File: src/rtl/axis_pkt_tx.sv
// axis_pkt_tx: 16x16 payload FIFO feeding an AXI-Stream style packet
// transmitter. A command gives the beat count and the number of valid bits
// in the final beat. The transmitter pops one FIFO word per beat, masks the
// tail of the last beat and pulses tx_done once the final beat is accepted.
module axis_pkt_tx #(
    parameter int DATA_W = 16
) (
    input  logic              clk,
    input  logic              rst,
    input  logic [DATA_W-1:0] wr_data,
    input  logic              wr_en,
    output logic              wr_full,
    output logic [4:0]        fifo_level,
    input  logic              cmd_valid,
    output logic              cmd_ready,
    input  logic [7:0]        cmd_len,
    input  logic [4:0]        cmd_tail,
    output logic [DATA_W-1:0] m_data,
    output logic              m_valid,
    output logic              m_last,
    output logic [7:0]        m_keep,
    input  logic              m_ready,
    output logic              tx_done
);

    typedef enum logic {IDLE = 1'b0, SEND = 1'b1} state_t;

    state_t state_q, state_d;

    // FIFO storage and bookkeeping
    logic [DATA_W-1:0] fifo_mem [16];
    logic [3:0]        wr_ptr_q, wr_ptr_d;
    logic [3:0]        rd_ptr_q, rd_ptr_d;
    logic [4:0]        level_q, level_d;
    logic              fifo_full, fifo_empty, push, pop;

    // Packet context latched at command acceptance
    logic [7:0]        len_q, len_d;
    logic [4:0]        tail_q, tail_d;
    logic [8:0]        beat_q, beat_d;

    // Output stage
    logic [DATA_W-1:0] m_data_q, m_data_d;
    logic              m_valid_q, m_valid_d;
    logic              m_last_q, m_last_d;
    logic [7:0]        m_keep_q, m_keep_d;
    logic              tx_done_q, tx_done_d;

    // Holds cmd_ready low for the cycle following a reset edge
    logic              rst_seen_q, rst_seen_d;

    logic              cmd_fire, load, beat_fire, beats_left, final_beat;

    // Tail values of 0 or above the word width mean a full final beat.
    function automatic logic [4:0] eff_tail(input logic [4:0] tail);
        return ((tail == 5'd0) || (int'(tail) > DATA_W)) ? 5'(DATA_W) : tail;
    endfunction

    // Clear every bit at or above the tail position.
    function automatic logic [DATA_W-1:0] tail_mask(input logic [DATA_W-1:0] word,
                                                    input logic [4:0]        tail);
        logic [DATA_W-1:0] mask;
        if (int'(tail) >= DATA_W) mask = '1;
        else                      mask = (DATA_W'(1) << tail) - DATA_W'(1);
        return word & mask;
    endfunction

    assign fifo_full  = (level_q == 5'd16);
    assign fifo_empty = (level_q == 5'd0);
    assign wr_full    = fifo_full;
    assign fifo_level = level_q;
    assign m_data     = m_data_q;
    assign m_valid    = m_valid_q;
    assign m_last     = m_last_q;
    assign m_keep     = m_keep_q;
    assign tx_done    = tx_done_q;

    assign beat_fire  = m_valid_q && m_ready;
    assign cmd_fire   = cmd_valid && cmd_ready;

    // State register
    always_ff @(posedge clk) begin
        if (rst) state_q <= IDLE;
        else     state_q <= state_d;
    end

    // Next-state: a command starts a packet, acceptance of the last beat ends it
    always_comb begin
        state_d = state_q;
        unique case (state_q)
            IDLE:    if (cmd_fire) state_d = SEND;
            SEND:    if (beat_fire && m_last_q) state_d = IDLE;
            default: state_d = IDLE;
        endcase
    end

    // FSM outputs: command handshake and the beat-load strobe
    always_comb begin
        cmd_ready  = (state_q == IDLE) && !rst_seen_q;
        beats_left = (beat_q <= {1'b0, len_q});
        final_beat = (beat_q == {1'b0, len_q});
        load       = (state_q == SEND) && !fifo_empty && beats_left &&
                     (!m_valid_q || m_ready);
    end

    // FIFO pointer/level update; a pop frees a slot for a same-cycle write
    always_comb begin
        pop      = load;
        push     = wr_en && !rst && (!fifo_full || pop);
        wr_ptr_d = push ? wr_ptr_q + 4'd1 : wr_ptr_q;
        rd_ptr_d = pop  ? rd_ptr_q + 4'd1 : rd_ptr_q;
        unique case ({push, pop})
            2'b10:   level_d = level_q + 5'd1;
            2'b01:   level_d = level_q - 5'd1;
            default: level_d = level_q;
        endcase
    end

    // FIFO storage write (data only, no reset)
    always_ff @(posedge clk) begin
        if (push) fifo_mem[wr_ptr_q] <= wr_data;
    end

    // Packet context and output beat construction
    always_comb begin
        len_d      = len_q;
        tail_d     = tail_q;
        beat_d     = beat_q;
        m_data_d   = m_data_q;
        m_valid_d  = m_valid_q;
        m_last_d   = m_last_q;
        m_keep_d   = m_keep_q;
        tx_done_d  = 1'b0;
        rst_seen_d = rst;

        if (cmd_fire) begin
            len_d  = cmd_len;
            tail_d = eff_tail(cmd_tail);
            beat_d = 9'd0;
        end

        if (load) begin
            m_valid_d = 1'b1;
            beat_d    = beat_q + 9'd1;
            if (final_beat) begin
                m_data_d = tail_mask(fifo_mem[rd_ptr_q], tail_q);
                m_keep_d = {3'b000, tail_q};
                m_last_d = 1'b1;
            end else begin
                m_data_d = fifo_mem[rd_ptr_q];
                m_keep_d = 8'd16;
                m_last_d = 1'b0;
            end
        end else if (beat_fire) begin
            m_valid_d = 1'b0;
            m_last_d  = 1'b0;
            tx_done_d = m_last_q;
        end
    end

    // Register bank; reset clears FIFO, outputs and packet context
    always_ff @(posedge clk) begin
        rst_seen_q <= rst_seen_d;
        if (rst) begin
            wr_ptr_q  <= 4'd0;
            rd_ptr_q  <= 4'd0;
            level_q   <= 5'd0;
            len_q     <= 8'd0;
            tail_q    <= 5'd0;
            beat_q    <= 9'd0;
            m_data_q  <= '0;
            m_valid_q <= 1'b0;
            m_last_q  <= 1'b0;
            m_keep_q  <= 8'd0;
            tx_done_q <= 1'b0;
        end else begin
            wr_ptr_q  <= wr_ptr_d;
            rd_ptr_q  <= rd_ptr_d;
            level_q   <= level_d;
            len_q     <= len_d;
            tail_q    <= tail_d;
            beat_q    <= beat_d;
            m_data_q  <= m_data_d;
            m_valid_q <= m_valid_d;
            m_last_q  <= m_last_d;
            m_keep_q  <= m_keep_d;
            tx_done_q <= tx_done_d;
        end
    end

endmodule
File: config.mk
export PLATFORM = sky130hd
export DESIGN_NAME = axis_pkt_tx
export DESIGN_NICKNAME = d
export VERILOG_FILES = /design/src/rtl/axis_pkt_tx.sv
export SDC_FILE = /design/constraint.sdc
export NUM_CORES = 1
export LEC_CHECK = 0
export ABC_AREA = 1
export CORE_AREA = 2 2 153 155
export CTS_CLUSTER_DIAMETER = 80
export DETAILED_ROUTE_END_ITERATION = 7
export DIE_AREA = 0 0 155 157
export GPL_ROUTABILITY_DRIVEN = 0
export PLACE_DENSITY = 0.78
export SLEW_MARGIN = 10
export SYNTH_ARGS = -nofsm -noshare
export SYNTH_HDL_FRONTEND = slang
export SYNTH_SLANG_ARGS = --single-unit
File: constraint.sdc
create_clock -name clk -period 3.9 [get_ports clk]
set_input_delay 0.78 -clock clk [delete_from_list [all_inputs] [get_ports clk]]
set_output_delay 0.78 -clock clk [all_outputs]
set_load 0.02 [all_outputs]
==> metrics <==
status=complete, no violations; Warnings, synthesis=0; wire per inst=20.6 µm; # IOs=68; part of the Yosys area used for sequential elements=67.3%; initial antenna violation count=0; die height=157 µm; Max stage delay on crit path=0.36 ns; DRT iter0 DRCs=1074; Post-synth EDFFs=256; gr usage total=27.1%; root buffer cell=clkbuf_16; final WL=32400 µm; TritonCTS clock tree=built; drt via density=6.14; CP Max Fanout=7; gr ovfl total=0; crit path launch type=flip-flop; first-pass GRT wire length=50500 µm; syn_area_per_cell=11.1 µm²; largest net degree at the start of global routing=129; Die W=155 µm; clock transition at the registers of the reported paths=0.06 ns; Post-Place Cells=1512; Hold Crit Depth=2; Ant. Diodes=0; Yosys reg bits=321; nets@finish=1317; Starting Density=59.3%; Cell variety after synth=40; clock skew=0.0220 ns; top cells by area, synth=edfxtp_1 (58%), dfxtp_1 (9.7%), o21ai_0 (6.3%); asr flop ratio synth=0%; Cell Chain, Critical Path=inv_1 > ha_1 > nand2_1 > nor2_1 > nand3b_1 > nand3_1 > nand2_2 > nand3_4 > inv_2 > nand2_1 > inv_1 > ha_1 > a21o_1 > a31oi_1 > inv_1 > nand4_1 > nand3_1 > nand2_1 > nor2_1; core area=22500 µm²; count leader, synth=edfxtp_1; CP arrival=3.39 ns; leakage power=5.37 nW; final worst-path cycle share=76.7%; CP Capture Type=flip-flop; Area Growth Syn to Fin=16.1%; clk buf depth=3; Final Instance Area=15500 µm²; max-slew violations=0; HPWL Detailed=19300 µm; CTS sink cnt=321; TNS Setup=0 ns; hold buffer count at CTS=0; Least-Margin Pin Slew=1.13 ns; Synth area leader=edfxtp_1; HP Class=reg2reg; Port Buffers=64; Hold Vio Cnt, Final=0; R2R cell count=19; share of cells above drive strength 1=8.78%; Crit-path slowest cell=ha_1; Crit path buffers/inverters=4; main flop type after synthesis=edfxtp_1; Final min period=2.99 ns; Yosys top cell area share=57.6%; worst-skew pair later-pin latency=0.52 ns; DRT Pass-1 Iters=6; synth cell count leaders=edfxtp_1 (256), nor2_1 (190), o21ai_0 (169); fmax=334 MHz; DRC errors left=0; post-synthesis cell area=13400 µm²; post-CTS resize count=0; Max IR drop VDD=417 µV; Post-DP Area=14400 µm²; fin cells=1572; setup violators final=0; total die area=24300 µm²; Max Cap Viol=0; H-Tree Depth=2; PwrDens=488 nW/µm²; Top delay family on crit path=simple AND/OR/NAND/NOR gates; Synth Instances=1198; Critical Path RT=4.30 ns; Post-CTS Repair Setup Buffers=0; RSZ-0062 raised after global routing=false; DR vias=9645; CTS Buf Count=34; # fillers=1542; # rows=55; Total Power=7.56 mW; CP Class=reg2reg; Worst path depth=19; Max transition margin=24.3%; ANT nets after route=0; number of global-route vias before repair=9443
==> worst paths after layout <==
kind              startpoint            end  slack [ns]
hold reg to reg     len_q[1]       len_q[1]        0.46
hold / removal      len_q[1]       len_q[1]        0.46
setup reg to reg    len_q[7]  fifo_level[4]        0.91
setup / recovery    len_q[7]  fifo_level[4]        0.91
==> registers in the layout (all words and copies together), names as in the netlist, 4 cells and up, named ones only <==
register and flops:
beat_q 9, fifo_level 5, fifo_mem 256, len_q 8, m_data 16, m_keep 5, rd_ptr_q 4, tail_q 5
wr_ptr_q 4
==> layout make-up <==
cell class                      count  area, µm²  area share [%]
Sequential cell                   321       8990            58.0
Multi-Input combinational cell    740       3860            24.9
Timing Repair Buffer               98        958            6.18
Clock buffer                       45        933            6.02
Tap cell                          285        357            2.30
Inverter                           68        256            1.65
Clock inverter                     15        144           0.928
==> metal layers <==
| metal | wire length (µm) | global-route usage [%] | vias to the layer above | part of all wire, % |
|---|---|---|---|---|
| met3 | 3020 | 5.81 | 78 | 9.3 |
| met1 | 12800 | 35.3 | 4622 | 39 |
| met2 | 15700 | 45.3 | 506 | 48 |
| met4 | 899 | 9.74 | 0 | 2.8 |
| met5 | 0 | 0 | - | 0 |
| li1 | - | - | 4439 | - |
==> placed cells by master, fill, tap and decap left out, types with 29 or more instances in the layout <==
master | synthesis | final
clkbuf_16 | 0 | 35
o221ai_1 | 34 | 34
edfxtp_1 | 256 | 256
nand2_1 | 108 | 108
dfxtp_1 | 65 | 63
clkdlybuf4s50_1 | 0 | 64
nand3_1 | 64 | 64
nor2_1 | 190 | 190
inv_1 | 62 | 62
o21ai_0 | 169 | 169
buf_4 | 5 | 29
a21oi_1 | 53 | 53
==> worst min-delay path, delay by kind of cell, from the launching register on <==
kind                   cells  cell delay, ns
DFF                        1            0.29
buffers and inverters      1            0.06
AOI/OAI and AO/OA          1            0.06
==> per-stage QoR <==
stage | utilization (%) | worst slack [ns] | hold slack (ns)
global route | 68.9 | 0.714 | 0.486
CTS | 68.9 | 0.908 | 0.467
finish | 68.9 | 0.907 | 0.462
floorplan | - | 0.804 | 0.435
global placement | 64.1 | 0.799 | 0.453
detailed placement | 64.1 | 0.743 | 0.457
==> cells by family (layout without fill, tap and decap cells) <==
logic type	Yosys count	after routing	synth area share, %
buffers and inverters	139	226	4.40
and+or+nand+nor	406	406	12.8
AOI/OAI and AO/OA	305	305	13.1
adders and majority gates	20	20	1.93
DFF	321	321	67.3
xor gates and xnor gates	6	6	0.394
other	1	3	0.0281
==> power by group <==
group,switching (mW),leakage (nW),internal (mW)
Clock,1.30,0.525,1.83
Combinational,0.440,2.01,0.213
Sequential,0.0384,2.84,3.75
Total,1.77,5.37,5.79
Note: power is estimated with default switching activity, not from simulation.
